**src/rtl/guard_pkg.sv**
```systemverilog
// Shared guard types and screen geometry, used by the patrol controller and the motion block.
package guard_pkg;

  typedef enum logic [2:0] {
    LEFT  = 3'b000,
    RIGHT = 3'b001,
    DOWN  = 3'b010,
    UP    = 3'b011,
    NONE  = 3'b100
  } dir_t;

  typedef enum logic [1:0] {
    IDLE    = 2'd0,
    WALK    = 2'd1,
    BLOCKED = 2'd2
  } motion_state_t;

  localparam int SCREEN_W = 640;
  localparam int SCREEN_H = 480;
  localparam int SPRITE_W = 17;
  localparam int SPRITE_H = 17;
  localparam int POS_W    = 10;

  // Codes 100..111 all mean "stand still".
  function automatic logic dir_valid(input logic [2:0] d);
    return ~d[2];
  endfunction

endpackage

```
**src/rtl/guard_anim_ctr.sv**
```systemverilog
// Walk-cycle animation counter: a tick divider feeding a wrapping 2-bit frame index.
module guard_anim_ctr #(
  parameter int ANIM_DIV = 8
) (
  input  logic       clk_i,
  input  logic       rst_i,
  input  logic       clear_i,
  input  logic       advance_i,
  output logic [1:0] anim_frame_o
);

  localparam int            DW       = (ANIM_DIV > 1) ? $clog2(ANIM_DIV) : 1;
  localparam logic [DW-1:0] DIV_LAST = DW'(ANIM_DIV - 1);

  logic [DW-1:0] div_q, div_d;
  logic [1:0]    frame_q, frame_d;

  always_comb begin
    div_d   = div_q;
    frame_d = frame_q;
    if (clear_i) begin
      div_d   = '0;
      frame_d = 2'd0;
    end else if (advance_i) begin
      if (div_q == DIV_LAST) begin
        div_d   = '0;
        frame_d = frame_q + 2'd1;
      end else begin
        div_d = div_q + DW'(1);
      end
    end
  end

  always_ff @(posedge clk_i or posedge rst_i) begin
    if (rst_i) begin
      div_q   <= '0;
      frame_q <= 2'd0;
    end else begin
      div_q   <= div_d;
      frame_q <= frame_d;
    end
  end

  assign anim_frame_o = frame_q;

endmodule

```
**src/rtl/guard_motion.sv**
```systemverilog
// Guard motion: turns the per-frame direction code into a clamped screen position,
// facing and walk state, and drives the walk animation counter.
module guard_motion
  import guard_pkg::*;
#(
  parameter int X_MIN    = 0,
  parameter int X_MAX    = SCREEN_W - SPRITE_W,
  parameter int Y_MIN    = 0,
  parameter int Y_MAX    = SCREEN_H - SPRITE_H,
  parameter int X_INIT   = 320,
  parameter int Y_INIT   = 240,
  parameter int STEP     = 1,
  parameter int ANIM_DIV = 8
) (
  input  logic             Clk,
  input  logic             Reset,
  input  logic             frame_tick,
  input  logic [2:0]       direction_guard,
  output logic [POS_W-1:0] guard_x,
  output logic [POS_W-1:0] guard_y,
  output logic [1:0]       guard_facing,
  output logic [1:0]       anim_frame,
  output logic             moving,
  output logic             blocked
);

  // One extra bit so the bound compares never wrap.
  localparam logic [POS_W:0] STEP_E = (POS_W+1)'(STEP);
  localparam logic [POS_W:0] XLO_E  = (POS_W+1)'(X_MIN);
  localparam logic [POS_W:0] XHI_E  = (POS_W+1)'(X_MAX);
  localparam logic [POS_W:0] YLO_E  = (POS_W+1)'(Y_MIN);
  localparam logic [POS_W:0] YHI_E  = (POS_W+1)'(Y_MAX);

  logic [POS_W-1:0] x_q, x_d, y_q, y_d;
  logic [POS_W:0]   x_e, y_e;
  logic [1:0]       facing_q;
  motion_state_t    state_q, state_d;
  logic             d_ok;

  assign d_ok = dir_valid(direction_guard);
  assign x_e  = {1'b0, x_q};
  assign y_e  = {1'b0, y_q};

  always_comb begin
    x_d = x_q;
    y_d = y_q;
    case (direction_guard)
      LEFT:  x_d = (x_e < XLO_E + STEP_E) ? POS_W'(X_MIN) : POS_W'(x_e - STEP_E);
      RIGHT: x_d = (x_e > XHI_E - STEP_E) ? POS_W'(X_MAX) : POS_W'(x_e + STEP_E);
      UP:    y_d = (y_e < YLO_E + STEP_E) ? POS_W'(Y_MIN) : POS_W'(y_e - STEP_E);
      DOWN:  y_d = (y_e > YHI_E - STEP_E) ? POS_W'(Y_MAX) : POS_W'(y_e + STEP_E);
      default: ;
    endcase
    if (!d_ok)
      state_d = IDLE;
    else if (x_d != x_q || y_d != y_q)
      state_d = WALK;
    else
      state_d = BLOCKED;
  end

  always_ff @(posedge Clk or posedge Reset) begin
    if (Reset) begin
      state_q  <= IDLE;
      x_q      <= POS_W'(X_INIT);
      y_q      <= POS_W'(Y_INIT);
      facing_q <= 2'b01;
    end else if (frame_tick) begin
      state_q <= state_d;
      if (d_ok) begin
        facing_q <= direction_guard[1:0];
        x_q      <= x_d;
        y_q      <= y_d;
      end
    end
  end

  // Divider runs only on ticks that land in WALK; any other tick resets the cycle.
  guard_anim_ctr #(.ANIM_DIV(ANIM_DIV)) u_anim (
    .clk_i        (Clk),
    .rst_i        (Reset),
    .clear_i      (frame_tick && (state_d != WALK)),
    .advance_i    (frame_tick && (state_d == WALK)),
    .anim_frame_o (anim_frame)
  );

  assign guard_x      = x_q;
  assign guard_y      = y_q;
  assign guard_facing = facing_q;
  assign moving       = (state_q == WALK);
  assign blocked      = (state_q == BLOCKED);

endmodule
```
**config.mk**
```make
export PLATFORM = sky130hd
export DESIGN_NAME = guard_motion
export DESIGN_NICKNAME = d
export VERILOG_FILES = /design/src/rtl/guard_pkg.sv /design/src/rtl/guard_anim_ctr.sv /design/src/rtl/guard_motion.sv
export SDC_FILE = /design/constraint.sdc
export NUM_CORES = 1
export LEC_CHECK = 0
export CAP_MARGIN = 5
export CELL_PAD_IN_SITES_DETAIL_PLACEMENT = 0
export CELL_PAD_IN_SITES_GLOBAL_PLACEMENT = 2
export CORE_ASPECT_RATIO = 0.8
export CORE_UTILIZATION = 36
export CTS_BUF_LIST = sky130_fd_sc_hd__clkbuf_16
export DETAILED_ROUTE_END_ITERATION = 8
export PLACE_DENSITY = 0.87
export SETUP_SLACK_MARGIN = 0.1
export SLEW_MARGIN = 5
export SYNTH_ARGS = -nofsm -noshare
export SYNTH_HDL_FRONTEND = slang
export SYNTH_HIERARCHICAL = 1
export SYNTH_SLANG_ARGS = --single-unit
```
**constraint.sdc**
```tcl
create_clock -name Clk -period 4.9 [get_ports Clk]
set_input_delay 1.225 -clock Clk [delete_from_list [all_inputs] [get_ports Clk]]
set_output_delay 1.225 -clock Clk [all_outputs]
set_load 0.01 [all_outputs]
```
After elaboration in Yosys (flattened, before gate mapping)
Cells that the tools add are included.
{ "classes": {"add_sub_neg": 6, "n_lt_le_gt_ge": 4, "eq_ne": 10, "muxes": 14, "n_bitwise": 1, "reduce_logical": 8} }
{ "op_table": {"columns": ["cell", "n"], "rows": [
  ["10-bit two-way mux", 4],
  ["10-bit case mux with 2 select lines", 2],
  ["10-bit by 1-bit adder with 10-bit output, second input constant", 2],
  ["10-bit by 1-bit < comparator with 1-bit output, second input constant", 2],
  ["10-bit != test", 2],
  ["10-bit by 1-bit subtractor with 10-bit output, second input constant", 2],
  ["10-bit greater-than comparator, second input constant", 1],
  ["10-bit by 9-bit greater-than comparator with 1-bit output, second input constant", 1],
  ["2-bit two-way mux", 5],
  ["3-bit two-way mux", 3],
  ["3-bit by 2-bit equality test with 1-bit output, second input constant", 2],
  ["2-bit by 1-bit equality test with 1-bit output, second input constant", 2],
  ["2-bit AND reduction", 2],
  ["2-bit nonzero test", 2],
  ["3-bit by 1-bit adder with 3-bit output, second input constant", 1],
  ["3-bit by 1-bit equality test with 1-bit output, second input constant", 1],
  ["3-bit equality test, second input constant", 1],
  ["3-bit zero test", 1],
  ["2-bit by 1-bit adder with 2-bit output, second input constant", 1],
  ["2-bit equality test, second input constant", 1],
  ["1-bit logical AND", 2],
  ["2-bit by 1-bit != test with 1-bit output, second input constant", 1],
  ["1-bit logical OR", 1],
  ["1-bit inverter", 1]
]} }
{ "word_totals": {"register_bits": 29, "in_bits": 6, "elab_cells": 49} }

Depth between registers and ports, before layout
Gate-level depths: netlist (run 1).
{ "depth": {"word_depth": 11, "mapped_depth": 14, "ltp_nobuf": 11} }

Modules after synthesis
Netlist (run 1), hierarchy kept.
{ "modules_own_cells": {"columns": ["module", "n_inst", "cells_per_inst", "area_per_inst_um2", "seq_area_each_um2"], "rows": [
  ["guard_motion", 1, 338, 2551.2, 609.3],
  ["guard_anim_ctr", 1, 24, 266.5, 125.1]
]} }

Worst setup path before layout (run 1)
OpenSTA, ideal clock, no wires.
{ "synth_timing": {"path_kind": "input-to-reg", "startpoint": "input port direction_guard[0]", "endpoint": "register u_anim.div_q[0]", "setup_ns": 0.073, "t_arrival_ns": 3.390, "slack_ns": 1.437, "cell_stages": 11, "n_path_buf": 2, "path_cell_list": "clkbuf_1 -> or3_1 -> a2111oi_4 -> a31oi_1 -> or2_1 -> o2111ai_2 -> a221oi_2 -> a31oi_1 -> buf_4 -> or3b_1 -> a21oi_2"} }
{ "synth_between": {"elab_chain_len": 9} }
{ "synth_lines": {"columns": ["item", "line_no", "rtl"], "rows": [
  ["start, declared", "guard_motion.sv:18", "input logic [2:0] direction_guard,"],
  ["3-bit by 1-bit equality test with 1-bit output (tied with other cells)", "guard_motion.sv:47", "case (direction_guard)"],
  ["10-bit case mux with 2 select lines", "guard_motion.sv:47", null],
  ["10-bit != test", "guard_motion.sv:56", "else if (x_d != x_q || y_d != y_q)"],
  ["1-bit logical OR *", "guard_motion.sv:56", null],
  ["2-bit two-way mux *", "guard_motion.sv:56", null],
  ["2-bit two-way mux *", "guard_motion.sv:54", "if (!d_ok)"],
  ["2-bit by 1-bit != test with 1-bit output / 2-bit by 1-bit equality test with 1-bit output (equally long branches)", "guard_motion.sv:82, guard_motion.sv:83", null],
  ["1-bit logical AND, on equally long branches", "guard_motion.sv:82, guard_motion.sv:83", null],
  ["3-bit two-way mux / 2-bit nonzero test (equally long branches)", null, null],
  ["end signal, assigned", "guard_anim_ctr.sv:39", "div_q <= div_d;"],
  ["end, declared", "guard_anim_ctr.sv:15", "logic [DW-1:0] div_q, div_d;"]
]} }
Every way passes the cells marked *; elsewhere a longest branch is shown, timed or not.
A chain may end at the register's enable or synchronous reset.

Final worst setup path (run 1)
{ "layout_timing": {"startpoint": "input port direction_guard[1]", "endpoint": "register u_anim.div_q[0]"} }
Same word-level chain as after synthesis.

==> results of run 1 <==
## registers in the layout (all words and copies together) (netlist names)
register,flops
u_anim/div_q,3
state_q,2
guard_y,10
u_anim/anim_frame_o,2
guard_facing,2
guard_x,10
## critical path: stages
cell                              delay (ps)
sky130_fd_sc_hd__clkdlybuf4s50_1         560
sky130_fd_sc_hd__nand2b_1                260
sky130_fd_sc_hd__nor2_1                  430
sky130_fd_sc_hd__o21ai_0                 280
sky130_fd_sc_hd__o2111ai_1               260
sky130_fd_sc_hd__a2111oi_4               130
sky130_fd_sc_hd__a31oi_1                 560
sky130_fd_sc_hd__or3b_1                  420
sky130_fd_sc_hd__a21oi_2                 120
## power by group through the flow
| stage | sequential, mW | combinational [mW] | clock, mW |
|---|---|---|---|
| floorplan | 0.367 | 0.414 | 0 |
| global placement | 0.446 | 0.534 | 0 |
| detailed placement | 0.444 | 0.533 | 0 |
| CTS | 0.440 | 0.536 | 0.355 |
| global route | 0.460 | 0.598 | 0.363 |
| finish | 0.443 | 0.542 | 0.348 |
## cell type report
cell class              count  share of cell area (%)
clock buffers               5                    3.75
clock inverters             3                    1.16
inverters                  12                    1.35
multi-input cells         289                    56.5
flip-flops and latches     29                    22.0
well taps                 105                    3.93
repair buffers             40                    11.3
## layout by cell type, fill, tap and decap left out, types with 8 or more instances in the layout
master / instances
sky130_fd_sc_hd__nor3_1: 12
sky130_fd_sc_hd__buf_4: 9
sky130_fd_sc_hd__a21oi_1: 18
sky130_fd_sc_hd__a31oi_1: 16
sky130_fd_sc_hd__nor2_1: 34
sky130_fd_sc_hd__clkdlybuf4s50_1: 31
sky130_fd_sc_hd__o21ai_0: 25
sky130_fd_sc_hd__nand3_1: 16
sky130_fd_sc_hd__nand4_1: 8
sky130_fd_sc_hd__dfrtp_1: 22
sky130_fd_sc_hd__ha_1: 8
sky130_fd_sc_hd__nand2_1: 28
sky130_fd_sc_hd__inv_1: 13
## cells by family after synthesis
| family | share of synthesized area, % |
|---|---|
| simple gates | 29.3 |
| fa+ha+maj | 3.55 |
| mux | 1.86 |
| xor+xnor | 1.55 |
| flops | 26.1 |
| buf+inv | 6.97 |
| compound gates | 30.7 |
## metal layers
| layer | vias to the layer above | share of wire, % | wire, um |
|---|---|---|---|
| met4 | 0 | 1.3 | 121 |
| met1 | 1451 | 51 | 4660 |
| met5 | - | 0 | 0 |
| met3 | 8 | 7.4 | 671 |
| li1 | 1405 | - | - |
| met2 | 124 | 40 | 3640 |
## worst paths after layout
kind,cells after the start,startpoint,to,slack (ps)
min in group asynchronous,2,Reset,u_anim/anim_frame_o[1],1190
hold reg to reg,2,guard_facing[1],guard_facing[1],480
hold / removal,2,guard_facing[1],guard_facing[1],480
max in group asynchronous,2,Reset,guard_y[9],2770
setup / recovery,9,direction_guard[1],u_anim/div_q[0],860
setup reg to reg,10,guard_y[1],u_anim/div_q[0],1220
## stage by stage
| stage | power (mW) | util, % |
|---|---|---|
| 2_1_floorplan | 0.781 | - |
| 3_3_place_gp | 0.981 | 42.4 |
| 3_5_place_dp | 0.977 | 42.4 |
| 4_1_cts | 1.33 | 44.5 |
| 5_1_grt | 1.42 | 44.5 |
| 6_report | 1.33 | 44.5 |
==> out/results.md, run 1 <==
| Step | Item | This run |
| --- | --- | --- |
| setup path | Biggest fanout along the worst timing path | 8 |
| timing | Maximum operating frequency | 247 MHz |
| synthesis | Count leader, synth | sky130_fd_sc_hd__nor2_1 |
| setup path | Crit path arrival time | 4250 ps |
| place | DPL Wire Length | 6550 um |
| clock network | Clock transition at the register clock pins on the worst setup and hold paths after CTS | 50 ps |
| synthesis | Synth Flop Type | sky130_fd_sc_hd__dfrtp_1 |
| setup path | Type of the setup path with the least slack | in -> reg |
| final layout | Total non-filler cell area in the finished layout | 0.00334 sq mm |
| grt | Global-route met3 utilization | 5.16% |
| synthesis | Net count of the mapped netlist | 376 |
| timing | Final total negative setup slack | 0 ps |
| setup path | Data required, critical path | 5100 ps |
| synthesis | Post-synthesis cell area | 0.00282 sq mm |
| clock network | Root buf cell | sky130_fd_sc_hd__clkbuf_16 |
| grt | Wire length of the first global-routing pass | 15000 um |
| final layout | Share of final-layout standard cells stronger than drive strength 1 | 11.1% |
| pwr | Areal power density over the cells | 399 mW/mm^2 |
| timing | Post-route clock period utilization | 82.5% |
| timing | Final number of max-transition violations | 0 |
| timing | Number of hold violations in the final report | 0 |
| pwr | Part of the total power dissipated in sequential elements | 33.2% |
| final layout | Layout-stage area growth over the synthesis result | 18.5% |
| synthesis | Gate Count Post-Synth | 362 |
| pwr | Int Pwr | 0.777 mW |
| place | DP Area | 0.00318 sq mm |
| worst hold path | Worst min-delay path class | reg -> reg |
| routing | Vias after detailed routing | 2988 |
| job | Max-cap check violation count | 0 |
| routing | Via-to-Cell Ratio | 6.19 |
| clock network | Sink count of the clock tree | 29 |
| synthesis | Cell taking the most area after synthesis | sky130_fd_sc_hd__dfrtp_1 |
| timing | Worst Max-Slew Pin Slew | 997 ps |
| grt | Maximum number of pins on one net before global-route repair | 25 |
| timing | Hold_ws | 481 ps |
| grt | GRT Total Usage | 23.8% |
| floorplanning | Core Region | 0.00750 sq mm |
| final layout | Multi-input logic area | 0.00189 sq mm |
| final layout | Non-filler instance count after layout | 483 |
| routing | Violation count after the first detailed-route iteration | 287 |
| pwr | Clock share of power | 26.1% |
| setup path | Type of element launching the critical path | primary input |
| synthesis | Yosys synthesis warning count | 6 |
| pwr | Leakage | 1.20 nW |
| grt | Global routing met2 resource utilization | 32.5% |
| clock network | TritonCTS buffer count | 5 |
| synthesis | Most instantiated cells after synthesis | 34 x sky130_fd_sc_hd__nor2_1, 28 x sky130_fd_sc_hd__nand2_1, 25 x sky130_fd_sc_hd__o21ai_0, 22 x sky130_fd_sc_hd__dfrtp_1 |
| floorplanning | Row Count | 28 |
| synthesis | Leading post-synthesis cells by cell area | sky130_fd_sc_hd__dfrtp_1 20%, sky130_fd_sc_hd__dfstp_2 6.5%, sky130_fd_sc_hd__nor2_1 4.5% |
| grt | Met1 Resource Use GR | 37.1% |
| routing | Number of remaining DRC errors | 0 |
| routing | Average wire length per cell after detail routing | 18.8 um |
| clock network | Clock latency on the worst-skew pair | 270 ps |
| floorplanning | DIE HEIGHT | 81.1 um |
| final layout | Filler Cell Count | 783 |
| synthesis | Count of cell types in the netlist | 72 |
| routing | Number of routed nets with antenna violations | 0 |
| synthesis | Asr flop ratio synth | 100% |
| timing | Post-layout min period | 4040 ps |
| final layout | Storage element area | 734 sq um |
| clock network | Hold_buf cts | 0 |
| place | Dpl ws | 614 ps |
| synthesis | Synth top area share | 19.5% |
| synthesis | Mean instance size in the synthesized netlist | 7.78 sq um |
| pwr | Proportion of total power due to net switching | 41.7% |
| final layout | Total inserted antenna cells | 0 |
| synthesis | FF+latch count, synth | 29 |
| timing | Worst slew margin | 33.4% |
| floorplanning | Floorplan die width | 101 um |
| clock network | Post-CTS setup buffer count | 0 |
| grt | Most heavily used metal layer in global routing | met1 |
| timing | Setup Skew | 3.61 ps |
| status | Status | finished clean |
| grt | Initial antenna violation count | 0 |
| setup path | Critical path endpoint category | flop |
| routing | Final wirelength | 9090 um |
| place | Buffers on Ports | 31 |
| synthesis | Number of enable-type register cells in the synthesized netlist | 0 |
| clock network | CTS HTree Levels | 2 |
| routing | Total iterations of the first detailed-routing run | 5 |
| synthesis | Sequential element share of the synthesized area | 26.1% |
| pwr | Maximum vdd drop | 0.000218 V |
| floorplanning | Initial core utilization | 37.6% |
| pwr | Switching Power | 0.556 mW |
| timing | Setup ws final | 856 ps |
| place | Final RePlAce weighted congestion | 0.897 |
| pwr | Part of the total power dissipated in combinational logic | 40.6% |
| floorplanning | Boundary pin count | 32 |
| final layout | Net count of the finished layout | 391 |
| floorplanning | Full die area | 0.00819 sq mm |
| grt | Via count of the first global-routing pass | 2720 |
| clock network | Resized cells post-CTS | 0 |
| grt | Residual overflow from global routing | 0 |
| place | Cell total after placement | 475 |
| clock network | Number of buffers between clock root and the deepest sink | 2 |
| clock network | TritonCTS clock tree | built |
| timing | Unrepaired setup endpoints after global routing | false |
| timing | Setup violation total in the final timing report | 0 |
Note: power is estimated with default switching activity, not from simulation.
==> run 2: changes to the inputs <==
- CORE_UTILIZATION: 36 -> 34
- PLACE_DENSITY: 0.87 -> 0.83
- clock period: 4.9 -> 3.9 ns (I/O delays scaled with it)
==> out/results.md, run 2 (same netlist as run 1, synthesis figures left out) <==
| Step | Item | This run |
| --- | --- | --- |
| timing | Final total negative setup slack | 0 ps |
| routing | Total iterations of the first detailed-routing run | 5 |
| grt | Maximum number of pins on one net before global-route repair | 25 |
| floorplanning | Core Region | 0.00798 sq mm |
| clock network | CTS HTree Levels | 2 |
| final layout | Highest-count cells in the layout ignoring fill and taps | 34 x sky130_fd_sc_hd__nor2_1, 31 x sky130_fd_sc_hd__clkdlybuf4s50_1, 28 x sky130_fd_sc_hd__nand2_1 |
| place | DPL Wire Length | 6800 um |
| floorplanning | Floorplan die width | 104 um |
| pwr | Leakage | 1.28 nW |
| floorplanning | Initial core utilization | 35.3% |
| clock network | Post-CTS setup buffer count | 0 |
| timing | Maximum operating frequency | 283 MHz |
| setup path | Largest stage delay on the critical path | 540 ps |
| timing | Post-layout min period | 3530 ps |
| setup path | Type of element launching the critical path | primary input |
| grt | GRT Total Usage | 22.4% |
| clock network | TritonCTS clock tree | built |
| timing | Final number of max-transition violations | 0 |
| floorplanning | Boundary pin count | 32 |
| job | Max-cap check violation count | 0 |
| final layout | Most common library cell in the layout ignoring fill and taps | sky130_fd_sc_hd__nor2_1 |
| worst hold path | Startpoint of the most critical hold path | guard_facing[1] |
| place | Final RePlAce weighted congestion | 0.929 |
| timing | Worst slew margin | 32.1% |
| final layout | Net count of the finished layout | 408 |
| pwr | Areal power density over the cells | 477 mW/mm^2 |
| worst hold path | Number of stages on the worst hold path | 2 |
| worst hold path | Worst min-delay path class | reg -> reg |
| pwr | Total power | 1.65 mW |
| status | Status | finished clean |
| routing | Number of routed nets with antenna violations | 0 |
| final layout | Total non-filler cell area in the finished layout | 0.00346 sq mm |
| floorplanning | DIE HEIGHT | 83.4 um |
| clock network | Clock transition at the register clock pins on the worst setup and hold paths after CTS | 60 ps |
| setup path | Critical path buffer and inverter count | 3 |
| timing | Unrepaired setup endpoints after global routing | false |
| clock network | Hold_buf cts | 0 |
| place | DP Area | 0.00332 sq mm |
| pwr | Maximum vdd drop | 0.000189 V |
| routing | Vias after detailed routing | 3087 |
| timing | Number of hold violations in the final report | 0 |
| routing | Violation count after the first detailed-route iteration | 323 |
| pwr | Part of the total power dissipated in combinational logic | 45.0% |
| setup path | Crit path arrival time | 3690 ps |
| clock network | Clock latency on the worst-skew pair | 280 ps |
| clock network | Root buf cell | sky130_fd_sc_hd__clkbuf_16 |
| clock network | Number of buffers between clock root and the deepest sink | 2 |
| clock network | Sink count of the clock tree | 29 |
| floorplanning | Row Count | 29 |
| routing | Average wire length per cell after detail routing | 18.9 um |
| clock network | TritonCTS buffer count | 5 |
| grt | Initial antenna violation count | 0 |
| setup path | CP dominant cell by count | sky130_fd_sc_hd__nand4_1 |
| pwr | Proportion of total power due to net switching | 42.7% |
| grt | Wire length of the first global-routing pass | 15400 um |
| pwr | Switching Power | 0.704 mW |
| grt | Via count of the first global-routing pass | 2768 |
| setup path | Endpoint of the worst register-to-register path | u_anim/div_q[0] |
| pwr | Int Pwr | 0.946 mW |
| timing | Post-route clock period utilization | 90.5% |
| timing | Worst Max-Slew Pin Slew | 1020 ps |
| setup path | Biggest fanout along the worst timing path | 24 |
| clock network | Resized cells post-CTS | 0 |
| setup path | Source of the worst register-to-register timing path | guard_y[0] |
| worst hold path | Worst Hold Path EP | guard_facing[1] |
| setup path | Type of the setup path with the least slack | in -> reg |
| setup path | Slowest-stage cell, CP | sky130_fd_sc_hd__clkdlybuf4s50_1 |
| setup path | Data required, critical path | 4060 ps |
| setup path | Worst-case register-to-register setup slack | 460 ps |
| setup path | Number of cells on the worst reg-to-reg path | 10 |
| final layout | Share of final-layout standard cells stronger than drive strength 1 | 14.7% |
| pwr | Part of the total power dissipated in sequential elements | 32.2% |
| routing | Number of remaining DRC errors | 0 |
| floorplanning | Full die area | 0.00866 sq mm |
| setup path | Cells traversed along the worst timing path | clkdlybuf4s50_1 > buf_12 > nand3b_1 > a31oi_1 > nand2_1 > nand4_1 > nand4_1 > a2111oi_4 > buf_4 > and4_1 > nor2b_1 > mux2_2 |
| setup path | Worst path top cell family by delay | buffers and inverters |
| grt | Residual overflow from global routing | 0 |
| timing | Hold_ws | 480 ps |
| place | Buffers on Ports | 31 |
| final layout | Filler Cell Count | 840 |
| setup path | Critical path endpoint category | flop |
| final layout | Layout-stage area growth over the synthesis result | 22.8% |
| routing | Via-to-Cell Ratio | 6.14 |
| timing | Setup Skew | 5.61 ps |
| timing | Setup violation total in the final timing report | 0 |
| final layout | Total inserted antenna cells | 0 |
| pwr | Clock share of power | 22.8% |
| routing | Final wirelength | 9490 um |
==> run 2: power by group through the flow <==
stage | registers, mW | clock network [mW] | logic [mW]
2_1_floorplan | 0.461 | 0 | 0.520
3_3_place_gp | 0.531 | 0 | 0.729
3_5_place_dp | 0.529 | 0 | 0.731
4_1_cts | 0.526 | 0.381 | 0.737
5_1_grt | 0.547 | 0.397 | 0.816
6_report | 0.531 | 0.375 | 0.743
==> run 2: tightest hold or removal path: stages, from the launching register on <==
cell and delay, ps:
sky130_fd_sc_hd__dfrtp_1 340, sky130_fd_sc_hd__nand2_1 50, sky130_fd_sc_hd__nand2_1 60
==> run 2: cell type report <==
class / count / area, sq um / area share (%)
Inverter: 12 / 45.0 / 1.30
Sequential cell: 29 / 734 / 21.2
Clock inverter: 3 / 15.0 / 0.434
Timing Repair Buffer: 57 / 518 / 15.0
Tap cell: 108 / 135 / 3.91
Clock buffer: 5 / 125 / 3.62
Multi-Input combinational cell: 289 / 1890 / 54.5
==> run 2: through the flow <==
step / std cells / worst slack, ps / util (%)
6_report: 503 / 369 / 43.3
4_1_cts: 503 / 415 / 43.3
5_1_grt: 503 / 217 / 43.3
3_3_place_gp: 495 / 81.2 / 41.6
3_5_place_dp: 495 / 141 / 41.6
2_1_floorplan: 362 / 677 / -
==> run 2: routing by layer <==
layer,GRT usage [%],routed length [um],up-vias
met1,37.0,4880,1460
li1,-,-,1438
met2,28.4,3680,174
met4,6.36,141,0
met5,0,0,-
met3,3.61,792,15
==> run 2: how the worst max path moves through the flow <==
| stage | cells past startpoint | start | endpoint |
|---|---|---|---|
| global route | 12 | direction_guard[0] | u_anim/anim_frame_o[1] |
| CTS | 10 | direction_guard[0] | u_anim/div_q[0] |
| global placement | 12 | direction_guard[0] | u_anim/anim_frame_o[1] |
| floorplan | 14 | guard_x[0] | u_anim/anim_frame_o[1] |
| detailed placement | 10 | direction_guard[0] | u_anim/div_q[0] |
| finish | 12 | direction_guard[0] | u_anim/anim_frame_o[1] |
